<file path="src/rtl/wb_grf.sv">
// wb_grf: MIPS write-back stage with 32x32 register file, write-through read bypass and retire counter.
//
// Ports:
//   clk, reset          clock and synchronous active-high reset
//   instr_W, PC_W       W-stage instruction (0 = bubble) and its PC
//   readData_W          raw data-memory word for a load in W
//   aluResult_W         ALU result; [1:0] is the byte offset for loads
//   cp0Out_W            CP0 read value for mfc0
//   regWrite_W, A3_W    write enable and destination register
//   write2reg_W         write-back source select (0 alu, 1 load, 2 PC+8, 3 cp0)
//   lsOp_W              load type (0 lw, 1 lb, 2 lbu, 3 lh, 4 lhu)
//   A1_D, A2_D          D-stage read addresses
//   RD1_D, RD2_D        D-stage read data (combinational, bypassed from W)
//   wbData_W, wbEn_W    selected write-back value and effective write enable
//   retired             count of non-bubble instructions that left W
module wb_grf (
    input  logic        clk,
    input  logic        reset,
    input  logic [31:0] instr_W,
    input  logic [31:0] PC_W,
    input  logic [31:0] readData_W,
    input  logic [31:0] aluResult_W,
    input  logic [31:0] cp0Out_W,
    input  logic        regWrite_W,
    input  logic [4:0]  A3_W,
    input  logic [2:0]  write2reg_W,
    input  logic [3:0]  lsOp_W,
    input  logic [4:0]  A1_D,
    input  logic [4:0]  A2_D,
    output logic [31:0] RD1_D,
    output logic [31:0] RD2_D,
    output logic [31:0] wbData_W,
    output logic        wbEn_W,
    output logic [31:0] retired
);
    logic [31:0] regs_q [1:31];
    logic [31:0] retired_q, retired_d;
    logic [7:0]  ld_byte;
    logic [15:0] ld_half;
    logic [31:0] ld_data;
    logic [1:0]  off;

    assign off = aluResult_W[1:0];

    // Little-endian lane select: byte at off, half at off[1].
    always_comb begin
        ld_byte = off == 2'd0 ? readData_W[7:0] :
                  off == 2'd1 ? readData_W[15:8] :
                  off == 2'd2 ? readData_W[23:16] : readData_W[31:24];
        ld_half = off[1] ? readData_W[31:16] : readData_W[15:0];
        ld_data = lsOp_W == 4'd1 ? {{24{ld_byte[7]}}, ld_byte} :
                  lsOp_W == 4'd2 ? {24'd0, ld_byte} :
                  lsOp_W == 4'd3 ? {{16{ld_half[15]}}, ld_half} :
                  lsOp_W == 4'd4 ? {16'd0, ld_half} : readData_W;
    end

    always_comb begin
        wbData_W = write2reg_W == 3'd1 ? ld_data :
                   write2reg_W == 3'd2 ? PC_W + 32'd8 :
                   write2reg_W == 3'd3 ? cp0Out_W : aluResult_W;
        wbEn_W   = regWrite_W && A3_W != 5'd0;
    end

    // Each port resolves independently: $0, then same-cycle W write, then storage.
    always_comb begin
        RD1_D = A1_D == 5'd0 ? 32'd0 :
                (wbEn_W && A1_D == A3_W) ? wbData_W : regs_q[A1_D];
        RD2_D = A2_D == 5'd0 ? 32'd0 :
                (wbEn_W && A2_D == A3_W) ? wbData_W : regs_q[A2_D];
    end

    assign retired_d = instr_W != 32'd0 ? retired_q + 32'd1 : retired_q;
    assign retired   = retired_q;

    always_ff @(posedge clk) begin
        if (reset) begin
            for (int i = 1; i < 32; i++) regs_q[i] <= 32'd0;
            retired_q <= 32'd0;
        end else begin
            if (wbEn_W) regs_q[A3_W] <= wbData_W;
            retired_q <= retired_d;
        end
    end
endmodule

</file>
<file path="config.mk">
export PLATFORM = sky130hd
export DESIGN_NAME = wb_grf
export DESIGN_NICKNAME = d
export VERILOG_FILES = /design/src/rtl/wb_grf.sv
export SDC_FILE = /design/constraint.sdc
export NUM_CORES = 2
export LEC_CHECK = 0
export ABC_AREA = 0
export BUFFER_PORTS_ARGS = -buffer_cell sky130_fd_sc_hd__buf_2
export CORE_UTILIZATION = 55
export CTS_CLUSTER_SIZE = 10
export DETAILED_ROUTE_END_ITERATION = 8
export PLACE_DENSITY_LB_ADDON = 0.25
export SKIP_CTS_REPAIR_TIMING = 1
export SYNTH_ARGS = -nofsm -noshare
export SYNTH_HDL_FRONTEND = slang
export SYNTH_SLANG_ARGS = --single-unit
</file>
<file path="constraint.sdc">
create_clock -name clk -period 6.3 [get_ports clk]
set_input_delay 1.89 -clock clk [delete_from_list [all_inputs] [get_ports clk]]
set_output_delay 1.89 -clock clk [all_outputs]
set_load 0.05 [all_outputs]
</file>
==> metrics.txt <==
number of enable flip-flop cells after synthesis 1024; max-slew violation count 0; Sinks on Clock Net 1056; clock transition at the register clock pins on the worst setup and hold paths after CTS 60 ps; depth of the most critical reg-to-reg path 6; area grow syn2layout 16.5%; crit-path cells buf_2, or2_2, nor4_2, nor2_1, a221oi_1, a21oi_2, buf_2; worst hold path type reg -> reg; fraction of the core area covered by cells at the end of the flow 0.647; final setup vio count 0; number of levels in the clock H-tree 3; detail-routed net length per standard cell 34.6 um; number of antenna violations at the first check in global routing 11; met3 capacity usage during global routing 0.135; start point of the critical path A1_D[4]; highest ir drop seen on vdd 0.318 mV; first-pass GRT wire length 288000 um; Levels on crit path 7; final net count 4717; post-synthesis area per instance 13.8 um^2; met2 GRT Util 0.582; critical path capture point RD1_D[16]; number of placed instances, taps included 5767; clock period minus worst slack 6300 ps; number of top-level pins 314; count of placed standard cells in the final layout, fillers left out 5942; effective utilization at floorplan 0.555; post-synthesis register bit count 1056; global routing usage summed across all routing layers 0.394; Setup Total Neg Slack 0 ps; sum of buffers and inverters on the critical path 2; number of global-route vias before repair 41000; core box area 102000 um^2; number of violations of the max-capacitance limit 0; Via-to-Cell Ratio 7.11; TritonCTS Buffers 118; drt pass-1 iters 8; ANT nets after route 0; fraction of final layout cells sized beyond drive strength 1 0.341; cell accounting for the most synthesized area edfxtp_1; startpoint of the most critical register-to-register path retired[4]$_SDFFE_PP0P_; critical path capture point type output pin; count of port buffers added during placement 313; Top FF cell, synth edfxtp_1; DRC errors left 0; post-DP HPWL 132000 um; worst setup path category in -> out; share of the yosys chip area belonging to registers 0.555; via total after detailed routing 42200; worst reg2reg endpoint retired[30]$_SDFFE_PP0P_; weighted congestion at the end of routability-driven global placement 0.977; number of synthesis warnings 0; Die Footprint 104000 um^2; outcome completed; root buffer selected by CTS clkbuf_16; highest fanout seen on the critical path 12; critical path data required time 4410 ps; WL final 205000 um; Post-synth ARST share 0; clock skew 4.87 ps; GRT busiest layer met2; Post-Layout Inst Area 65900 um^2; die width 323 um; CP max-delay cell a221oi_1; count of endpoints failing hold in the final timing report 0; critical path's largest stage delay 620 ps; relative slew slack 0.136; kind of launch point of the worst setup path input port; CTS tree done; final worst path period share 1.00; FMAX 0.159 GHz; total standard cell area after synthesis 56600 um^2; Crit path max-delay family simple AND/OR/NAND/NOR gates; worst skew pair latency 740 ps; placed cell area 62500 um^2; Arr. time, crit path 4410 ps; Area contributors post-synth edfxtp_1 54%, mux4_2 22%, nor2_1 7.2%; cell repeated most along the worst path buf_2; pin count of the biggest net entering global routing 67; row count 117; die outline height 323 um; slack of the worst reg-to-reg path 4070 ps; GR Util met1 0.523; gr ovfl total 0; count of routing violations after the opening detailed-route iteration 7060; maximum count of clock buffers along a single path 3; Synth top area share 0.543; Pwr Density 269 nW/um^2; leakage dissipation 23.8 nW; Least-Margin Pin Slew 1300 ps; unique cell type count in the Yosys netlist 79; synthesized instance count 4096
-- cell usage in the layout (no fill, tap or decap), drive strengths merged, types with 27 or more instances in the layout --
master / n
o21ai: 56
mux2i: 169
xnor2: 37
mux4: 544
o22ai: 47
dfxtp: 32
inv: 46
mux2: 29
a211oi: 76
nand3: 32
conb: 32
buf: 708
nor2b: 27
nand2b: 39
nor2: 1078
clkbuf: 147
nand2: 117
a21oi: 74
edfxtp: 1024
-- tightest hold or removal path, stage by stage (launching register included) --
cell,delay (ps)
dfxtp_1,320
o21ai_0,80
a21oi_1,60
-- worst min-delay path by stage --
stage,cells past startpoint,slack [ps],end,start
6_report,2,510,retired[21]$_SDFFE_PP0P_,retired[21]$_SDFFE_PP0P_
5_1_grt,2,560,retired[31]$_SDFFE_PP0P_,retired[31]$_SDFFE_PP0P_
4_1_cts,2,510,retired[21]$_SDFFE_PP0P_,retired[21]$_SDFFE_PP0P_
3_5_place_dp,2,510,retired[21]$_SDFFE_PP0P_,retired[21]$_SDFFE_PP0P_
3_3_place_gp,2,490,retired[21]$_SDFFE_PP0P_,retired[21]$_SDFFE_PP0P_
2_1_floorplan,2,720,retired[21]$_SDFFE_PP0P_,retired[21]$_SDFFE_PP0P_
-- routing by layer --
metal / routed length, um / part of all wire
met5: 127 / 0.00062
met4: 12500 / 0.061
met3: 32800 / 0.16
met2: 90400 / 0.44
met1: 69700 / 0.34
-- state kept, by name, indices dropped and copies added (netlist names) --
register and flops:
regs_q 1024, retired 32
-- cell type report --
cell class              count  area, um^2
multi-input cells        2599       23900
diodes                      2        5.00
flip-flops and latches   1056       31400
inverters                  46         173
well taps                1368        1710
clock buffers             146        3060
clock inverters            16         213
fillers                  7350       35900
repair buffers            709        5490
-- synthesized netlist by cell type, drive strengths merged, types with 37 or more instances --
master and number:
edfxtp 1024, nand2 117, nor2 1078, a21oi 74, clkbuf 220, buf 206, o21ai 56, o22ai 47
inv 45, mux4 544, a211oi 76, mux2i 169, xnor2 37, nand2b 39
-- logic make-up (layout without fill, tap and decap cells) --
family	after synthesis	count (layout)	share of synthesized area
adders and majority gates	2	2	0.000442
other	1	34	0.0000663
and+or+nand+nor	1412	1412	0.103
muxes	742	742	0.252
xor gates and xnor gates	55	55	0.00851
DFF	1056	1056	0.555
AOI/OAI and AO/OA	356	356	0.0436
buffers and inverters	472	917	0.0369
-- stage by stage --
stage / hold slack [ps] / setup WS [ps] / total power, mW
after floorplan: 721 / -323 / 10.3
after global placement: 486 / -244 / 11.5
after detailed placement: 505 / -268 / 11.6
after CTS: 513 / -269 / 17.6
after global routing: 557 / -18.9 / 18.1
final: 507 / 1.19 / 17.7
-- where the power goes --
part           total, mW  internal (mW)  leakage, nW  switching [mW]
Sequential          8.30           8.10         10.0           0.205
Combinational       3.29           1.28         12.2            2.01
Clock               6.16           3.37         1.58            2.78
Total               17.7           12.8         23.8            4.99
No activity file was read; power rests on OpenSTA's default activity.
